## src/rtl/layer_ctrl_rx_isolation_buffer.sv

```systemverilog
// layer_ctrl_rx_isolation_buffer
//   Receive path between the MBus controller and a layer controller (LC).
//   Incoming RX words are acknowledged towards MBus and stored in a small
//   FIFO. They are acked and stored even while the LC is isolated. The head
//   entry is replayed to the LC with a 4-phase handshake once isolation is
//   released. Every LC-facing output is forced to 0 while the LC is isolated.
module layer_ctrl_rx_isolation_buffer #(
   parameter int ADDR_W = 32,
   parameter int DATA_W = 32,
   parameter int DEPTH  = 4,
   parameter int CNT_W  = 3
) (
   input  logic              CLK,
   input  logic              RESET,
   input  logic              LC_ISOLATION,
   input  logic [ADDR_W-1:0] RX_ADDR_FROM_MBUS,
   input  logic [DATA_W-1:0] RX_DATA_FROM_MBUS,
   input  logic              RX_PEND_FROM_MBUS,
   input  logic              RX_BROADCAST_FROM_MBUS,
   input  logic              RX_REQ_FROM_MBUS,
   output logic              RX_ACK_TO_MBUS,
   input  logic              RX_FAIL_FROM_MBUS,
   input  logic              TX_ACK_FROM_MBUS,
   input  logic              TX_SUCC_FROM_MBUS,
   input  logic              TX_FAIL_FROM_MBUS,
   output logic [ADDR_W-1:0] RX_ADDR_TO_LC,
   output logic [DATA_W-1:0] RX_DATA_TO_LC,
   output logic              RX_PEND_TO_LC,
   output logic              RX_BROADCAST_TO_LC,
   output logic              RX_REQ_TO_LC,
   input  logic              RX_ACK_FROM_LC,
   output logic              RX_FAIL_TO_LC,
   output logic              TX_ACK_TO_LC,
   output logic              TX_SUCC_TO_LC,
   output logic              TX_FAIL_TO_LC,
   output logic              OVERFLOW_TO_LC,
   input  logic              CLR_OVERFLOW_FROM_LC,
   output logic [CNT_W-1:0]  PENDING_CNT
);

   localparam int PTR_W = (DEPTH > 1) ? $clog2(DEPTH) : 1;

   // Ingress (MBus side) states
   localparam logic [0:0] I_IDLE = 1'b0;
   localparam logic [0:0] I_ACK  = 1'b1;

   // Egress (LC side) states
   localparam logic [1:0] E_IDLE = 2'd0;
   localparam logic [1:0] E_REQ  = 2'd1;
   localparam logic [1:0] E_WAIT = 2'd2;

   localparam logic [CNT_W-1:0] CNT_FULL = CNT_W'(DEPTH);
   localparam logic [CNT_W-1:0] CNT_ONE  = CNT_W'(1);
   localparam logic [PTR_W-1:0] PTR_ONE  = PTR_W'(1);

   typedef struct packed {
      logic [ADDR_W-1:0] addr;
      logic [DATA_W-1:0] data;
      logic              pend;
      logic              bcast;
   } entry_t;

   entry_t           mem_q [DEPTH];
   entry_t           wr_entry;
   entry_t           head;

   logic [PTR_W-1:0] wr_ptr_q, wr_ptr_d;
   logic [PTR_W-1:0] rd_ptr_q, rd_ptr_d;
   logic [CNT_W-1:0] cnt_q, cnt_d;
   logic [0:0]       i_state_q, i_state_d;
   logic [1:0]       e_state_q, e_state_d;
   logic             ovf_q, ovf_d;
   logic             rx_fail_q, tx_ack_q, tx_succ_q, tx_fail_q;

   logic             push, pop, full, empty;
   logic             ovf_set, clr_eff, lc_ack_eff, lc_valid;

   assign full       = (cnt_q == CNT_FULL);
   assign empty      = (cnt_q == '0);
   // The LC's own inputs are meaningless while it is held in isolation.
   assign lc_ack_eff = RX_ACK_FROM_LC & ~LC_ISOLATION;
   assign clr_eff    = CLR_OVERFLOW_FROM_LC & ~LC_ISOLATION;

   assign wr_entry = '{addr:  RX_ADDR_FROM_MBUS,
                       data:  RX_DATA_FROM_MBUS,
                       pend:  RX_PEND_FROM_MBUS,
                       bcast: RX_BROADCAST_FROM_MBUS};
   assign head     = mem_q[rd_ptr_q];

   // Ingress FSM: accept MBus words into the FIFO, drop only when full and isolated
   always_comb begin
      // NOTE: every combinational output gets a default first so no latch is inferred.
      i_state_d = i_state_q;
      push      = 1'b0;
      ovf_set   = 1'b0;
      case (i_state_q)
         I_IDLE: begin
            if (RX_REQ_FROM_MBUS) begin
               if (!full) begin
                  push      = 1'b1;
                  i_state_d = I_ACK;
               end else if (LC_ISOLATION) begin
                  // The LC cannot drain the FIFO, so stalling MBus would hang the bus.
                  ovf_set   = 1'b1;
                  i_state_d = I_ACK;
               end
            end
         end
         I_ACK: begin
            if (!RX_REQ_FROM_MBUS) i_state_d = I_IDLE;
         end
         default: i_state_d = I_IDLE;
      endcase
   end

   // Egress FSM: present the head entry to the LC and pop on its ack
   always_comb begin
      e_state_d = e_state_q;
      pop       = 1'b0;
      case (e_state_q)
         E_IDLE: begin
            if (!empty && !LC_ISOLATION) e_state_d = E_REQ;
         end
         E_REQ: begin
            if (LC_ISOLATION) begin
               // Abort without popping; the entry is replayed after release.
               e_state_d = E_IDLE;
            end else if (lc_ack_eff) begin
               pop       = 1'b1;
               e_state_d = E_WAIT;
            end
         end
         E_WAIT: begin
            if (!lc_ack_eff) e_state_d = E_IDLE;
         end
         default: e_state_d = E_IDLE;
      endcase
   end

   // FIFO pointer/occupancy and sticky overflow next-state
   always_comb begin
      wr_ptr_d = push ? (wr_ptr_q + PTR_ONE) : wr_ptr_q;
      rd_ptr_d = pop  ? (rd_ptr_q + PTR_ONE) : rd_ptr_q;
      case ({push, pop})
         2'b10:   cnt_d = cnt_q + CNT_ONE;
         2'b01:   cnt_d = cnt_q - CNT_ONE;
         default: cnt_d = cnt_q;
      endcase
      // Set takes priority over a simultaneous clear.
      ovf_d = ovf_set | (ovf_q & ~clr_eff);
   end

   // Control state registers
   always_ff @(posedge CLK or posedge RESET) begin
      if (RESET) begin
         i_state_q <= I_IDLE;
         e_state_q <= E_IDLE;
         wr_ptr_q  <= '0;
         rd_ptr_q  <= '0;
         cnt_q     <= '0;
         ovf_q     <= 1'b0;
         rx_fail_q <= 1'b0;
         tx_ack_q  <= 1'b0;
         tx_succ_q <= 1'b0;
         tx_fail_q <= 1'b0;
      end else begin
         // NOTE: sequential state uses non-blocking assignments so all registers update together.
         i_state_q <= i_state_d;
         e_state_q <= e_state_d;
         wr_ptr_q  <= wr_ptr_d;
         rd_ptr_q  <= rd_ptr_d;
         cnt_q     <= cnt_d;
         ovf_q     <= ovf_d;
         rx_fail_q <= RX_FAIL_FROM_MBUS;
         tx_ack_q  <= TX_ACK_FROM_MBUS;
         tx_succ_q <= TX_SUCC_FROM_MBUS;
         tx_fail_q <= TX_FAIL_FROM_MBUS;
      end
   end

   // FIFO storage
   always_ff @(posedge CLK) begin
      // NOTE: storage is not reset; a flush resets the pointers and count, and
      // unread entries are never visible on the outputs.
      if (push) mem_q[wr_ptr_q] <= wr_entry;
   end

   // Output drive, with the isolation clamp on every LC-facing signal
   assign lc_valid           = (e_state_q == E_REQ) & ~LC_ISOLATION;
   assign RX_REQ_TO_LC       = lc_valid;
   assign RX_ADDR_TO_LC      = lc_valid ? head.addr  : '0;
   assign RX_DATA_TO_LC      = lc_valid ? head.data  : '0;
   assign RX_PEND_TO_LC      = lc_valid & head.pend;
   assign RX_BROADCAST_TO_LC = lc_valid & head.bcast;
   assign RX_FAIL_TO_LC      = rx_fail_q & ~LC_ISOLATION;
   assign TX_ACK_TO_LC       = tx_ack_q  & ~LC_ISOLATION;
   assign TX_SUCC_TO_LC      = tx_succ_q & ~LC_ISOLATION;
   assign TX_FAIL_TO_LC      = tx_fail_q & ~LC_ISOLATION;
   assign OVERFLOW_TO_LC     = ovf_q     & ~LC_ISOLATION;
   assign RX_ACK_TO_MBUS     = (i_state_q == I_ACK);
   assign PENDING_CNT        = cnt_q;

endmodule

```

## config.mk

```make
export PLATFORM = sky130hd
export DESIGN_NAME = layer_ctrl_rx_isolation_buffer
export DESIGN_NICKNAME = d
export VERILOG_FILES = /design/src/rtl/layer_ctrl_rx_isolation_buffer.sv
export SDC_FILE = /design/constraint.sdc
export NUM_CORES = 1
export LEC_CHECK = 0
export CAP_MARGIN = 20
export CORE_UTILIZATION = 49
export CTS_BUF_LIST = sky130_fd_sc_hd__clkbuf_16
export DETAILED_ROUTE_END_ITERATION = 8
export PLACE_DENSITY = 0.77
export SLEW_MARGIN = 30
export SYNTH_ARGS = -nofsm -noshare
export SYNTH_HDL_FRONTEND = slang
export SYNTH_SLANG_ARGS = --single-unit
```

## constraint.sdc

```tcl
create_clock -name CLK -period 2.8 [get_ports CLK]
set_input_delay 0.7 -clock CLK [delete_from_list [all_inputs] [get_ports CLK]]
set_output_delay 0.7 -clock CLK [all_outputs]
set_load 0.005 [all_outputs]
```

==> qor.csv <==
metric,value,unit
dpl hpwl,12400,um
grt ovf,0,
CTS tree,built,
crit end category,output port,
most frequent cells in the layout,"edfxtp_1, clkdlybuf4s50_1, buf_6",
worst-skew pair later-pin latency,0.53,ns
fmax,339,MHz
violated checks,negative setup slack,
worst setup margin,-0.154,ns
compound-cell area share of the yosys netlist,0.00256,
drt via density,5.62,
final setup fails,55,
Initial DRC Count,400,
DP Worst Slack,-0.202,ns
main combinational cell family by area after synthesis,multiplexers,
RSZ-0062 raised after global routing,yes,
Starting Density,0.505,
"Top FF cell, synth",edfxtp_1,
layout cells sized above 1,0.415,
DRC violations left,0,
Synth Register Bits,279,
# fillers,1329,
Port Buffers,151,
Clock Pin Slew Worst Setup and Hold Paths,0.06,ns
die area,0.0225,sq mm
startpoint types,register,
Clock Skews,0.0132,ns
vias in the first global route,6124,
Root Driver,clkbuf_16,
antenna violations before repair,1,
cts bufs inserted,28,
crit-path max FO,5,
number of enable flip-flop cells after synthesis,264,
"Avg Cell Area, Syn",22.0,sq um
mux cell area share after synthesis,0.141,
Vias,5633,
fin crit share,1.06,
Nets,789,
Max clock buf depth,3,
first-pass GRT wire length,35500,um
Adder-Cell Fraction of Synth Area,0.00768,
boundary pin count,152,
H-tree lvl count,1,
slew margin rel.,0.609,
"commonest non-fill, non-tap cell in the layout",edfxtp_1,
Synth async-reset ratio,0.0538,
post-synthesis simple-gate area fraction,0.0498,
Final Hold Fails,0,
Setup CP Type,reg -> out,
clk sinks,279,
Pwr Density,891,mW/mm^2
Synth Area in XOR/XNOR,0.00570,
Leak,5.14,nW
peak supply drop,615,uV
Die H,150,um
GPL Wtd Cong,0.706,
met1 usage,0.284,
Synth cell types,30,
largest net degree at the start of global routing,72,
post-synthesis sequential area ratio,0.772,
max capacitance violation total,0,
layer with the highest usage,met2,
Post-Syn Area,0.0107,sq mm
worst hold path type,reg -> reg,
CP Data Required Time,2.10,ns
met3 usage,0.0385,
row cnt,53,
Synth Instances,489,
Routed Antenna Nets,0,
Die W,150,um
GRT Total Usage,0.215,
wire per inst,23.1,um
routed wire length,23200,um
hold buffers post-CTS,0,
Power Total,0.0130,W
Syn. warnings,0,
router iterations before antenna repair,5,
Final Slew Violations,0,
Least-Margin Pin Slew,0.586,ns
data arrival time of the critical path,2.25,ns
met2 GRT Util,0.373,
status,finished with violations,
post-synth net total,571,
core area,0.0213,sq mm
Syn-to-layout area delta,36.1,%
Final min period,2.95,ns
cells in the mapped netlist, drive strengths merged, types with 2 or more instances:
| master | n | area share |
|---|---|---|
| and2 | 4 | 0.0023 |
| and3 | 66 | 0.038 |
| buf | 16 | 0.013 |
| clkbuf | 15 | 0.0052 |
| dfrtp | 15 | 0.035 |
| edfxtp | 264 | 0.74 |
| ha | 5 | 0.0058 |
| inv | 9 | 0.0031 |
| mux4 | 66 | 0.14 |
| nand2 | 2 | 0.00070 |
| nor2 | 2 | 0.00070 |
| nor2b | 5 | 0.0029 |
| o21ai | 2 | 0.00093 |
| xnor2 | 4 | 0.0033 |
| xor2 | 3 | 0.0024 |
through the flow:
stage / hold slack [ns] / setup TNS, ns / instance area (sq um) / util / instances
final: 0.529 / -3.94 / 14600 / 0.687 / 1003
after floorplan: 0.461 / 0 / 10800 / - / 489
after detailed placement: 0.523 / -10.42 / 12800 / 0.600 / 905
after CTS: 0.530 / -7.78 / 14700 / 0.688 / 1007
after global routing: 0.545 / -6.98 / 14600 / 0.687 / 1003
after global placement: 0.480 / -9.44 / 12800 / 0.600 / 905
power by group:
part           internal [W]  total, W  switching, W
logic               0.00262   0.00437       0.00175
registers           0.00510   0.00528      0.000175
clock network       0.00195   0.00339       0.00144
total               0.00966    0.0130       0.00337
critical path, stage by stage, from the launching register on:
cell and delay (ns):
dfrtp_4 0.51, buf_12 0.16, buf_16 0.14, buf_6 0.11, mux4_2 0.46, and3_4 0.22, buf_6 0.11
path summary, 6_finish.rpt:
check	from	endpoint	slack (ns)	cells after the start
max	rd_ptr_q[0]	RX_DATA_TO_LC[19]	-0.15	6
max in group asynchronous	RESET	rd_ptr_q[1]	1.82	2
min in group asynchronous	RESET	rd_ptr_q[0]	0.54	2
max reg2reg	PENDING_CNT[0]	PENDING_CNT[2]	0.55	9
min	PENDING_CNT[2]	PENDING_CNT[2]	0.53	1
min reg2reg	PENDING_CNT[2]	PENDING_CNT[2]	0.53	1
kinds of logic (layout without fill, tap and decap cells):
kind of cell | after synthesis | in the layout
flip-flops | 279 | 279
AND/OR/NAND/NOR | 85 | 85
multiplexers | 68 | 68
buffers and inverters | 40 | 278
XOR/XNOR | 7 | 7
adder cells (fa/ha/maj) | 6 | 6
AO/OA/AOI/OAI | 4 | 4
other | 0 | 1
timing repair:
item | in CTS | in global routing
hold endpoints to repair | 0 | 0
endpoints found under the setup margin | 67 | 65
resized for setup | 400 | 26
setup buffers | 43 | 4
pin swaps | 38 | 2
cloned | 9 | 0
routing by layer:
layer,routed length (um),part of all wire
met1,9220,0.40
met2,12000,0.52
met3,1560,0.067
met4,393,0.017
met5,0,0
area by class of cell:
class / instances / area (sq um) / share of cell area
flip-flops and latches: 279 / 8310 / 0.568
repair buffers: 219 / 2570 / 0.176
multi-input cells: 170 / 2520 / 0.172
clock buffers: 29 / 726 / 0.0496
well taps: 275 / 344 / 0.0235
clock inverters: 21 / 115 / 0.00787
inverters: 9 / 33.8 / 0.00231
diodes: 1 / 2.50 / 0.000171
state kept, by name, indices dropped and copies added, names as in the netlist:
| name | flops |
|---|---|
| ovf_q | 1 |
| rx_fail_q | 1 |
| wr_ptr_q | 2 |
| tx_succ_q | 1 |
| RX_ACK_TO_MBUS | 1 |
| rd_ptr_q | 2 |
| tx_fail_q | 1 |
| mem_q | 264 |
| e_state_q | 2 |
| tx_ack_q | 1 |
| PENDING_CNT | 3 |
Power figures use the tool's default switching activity.
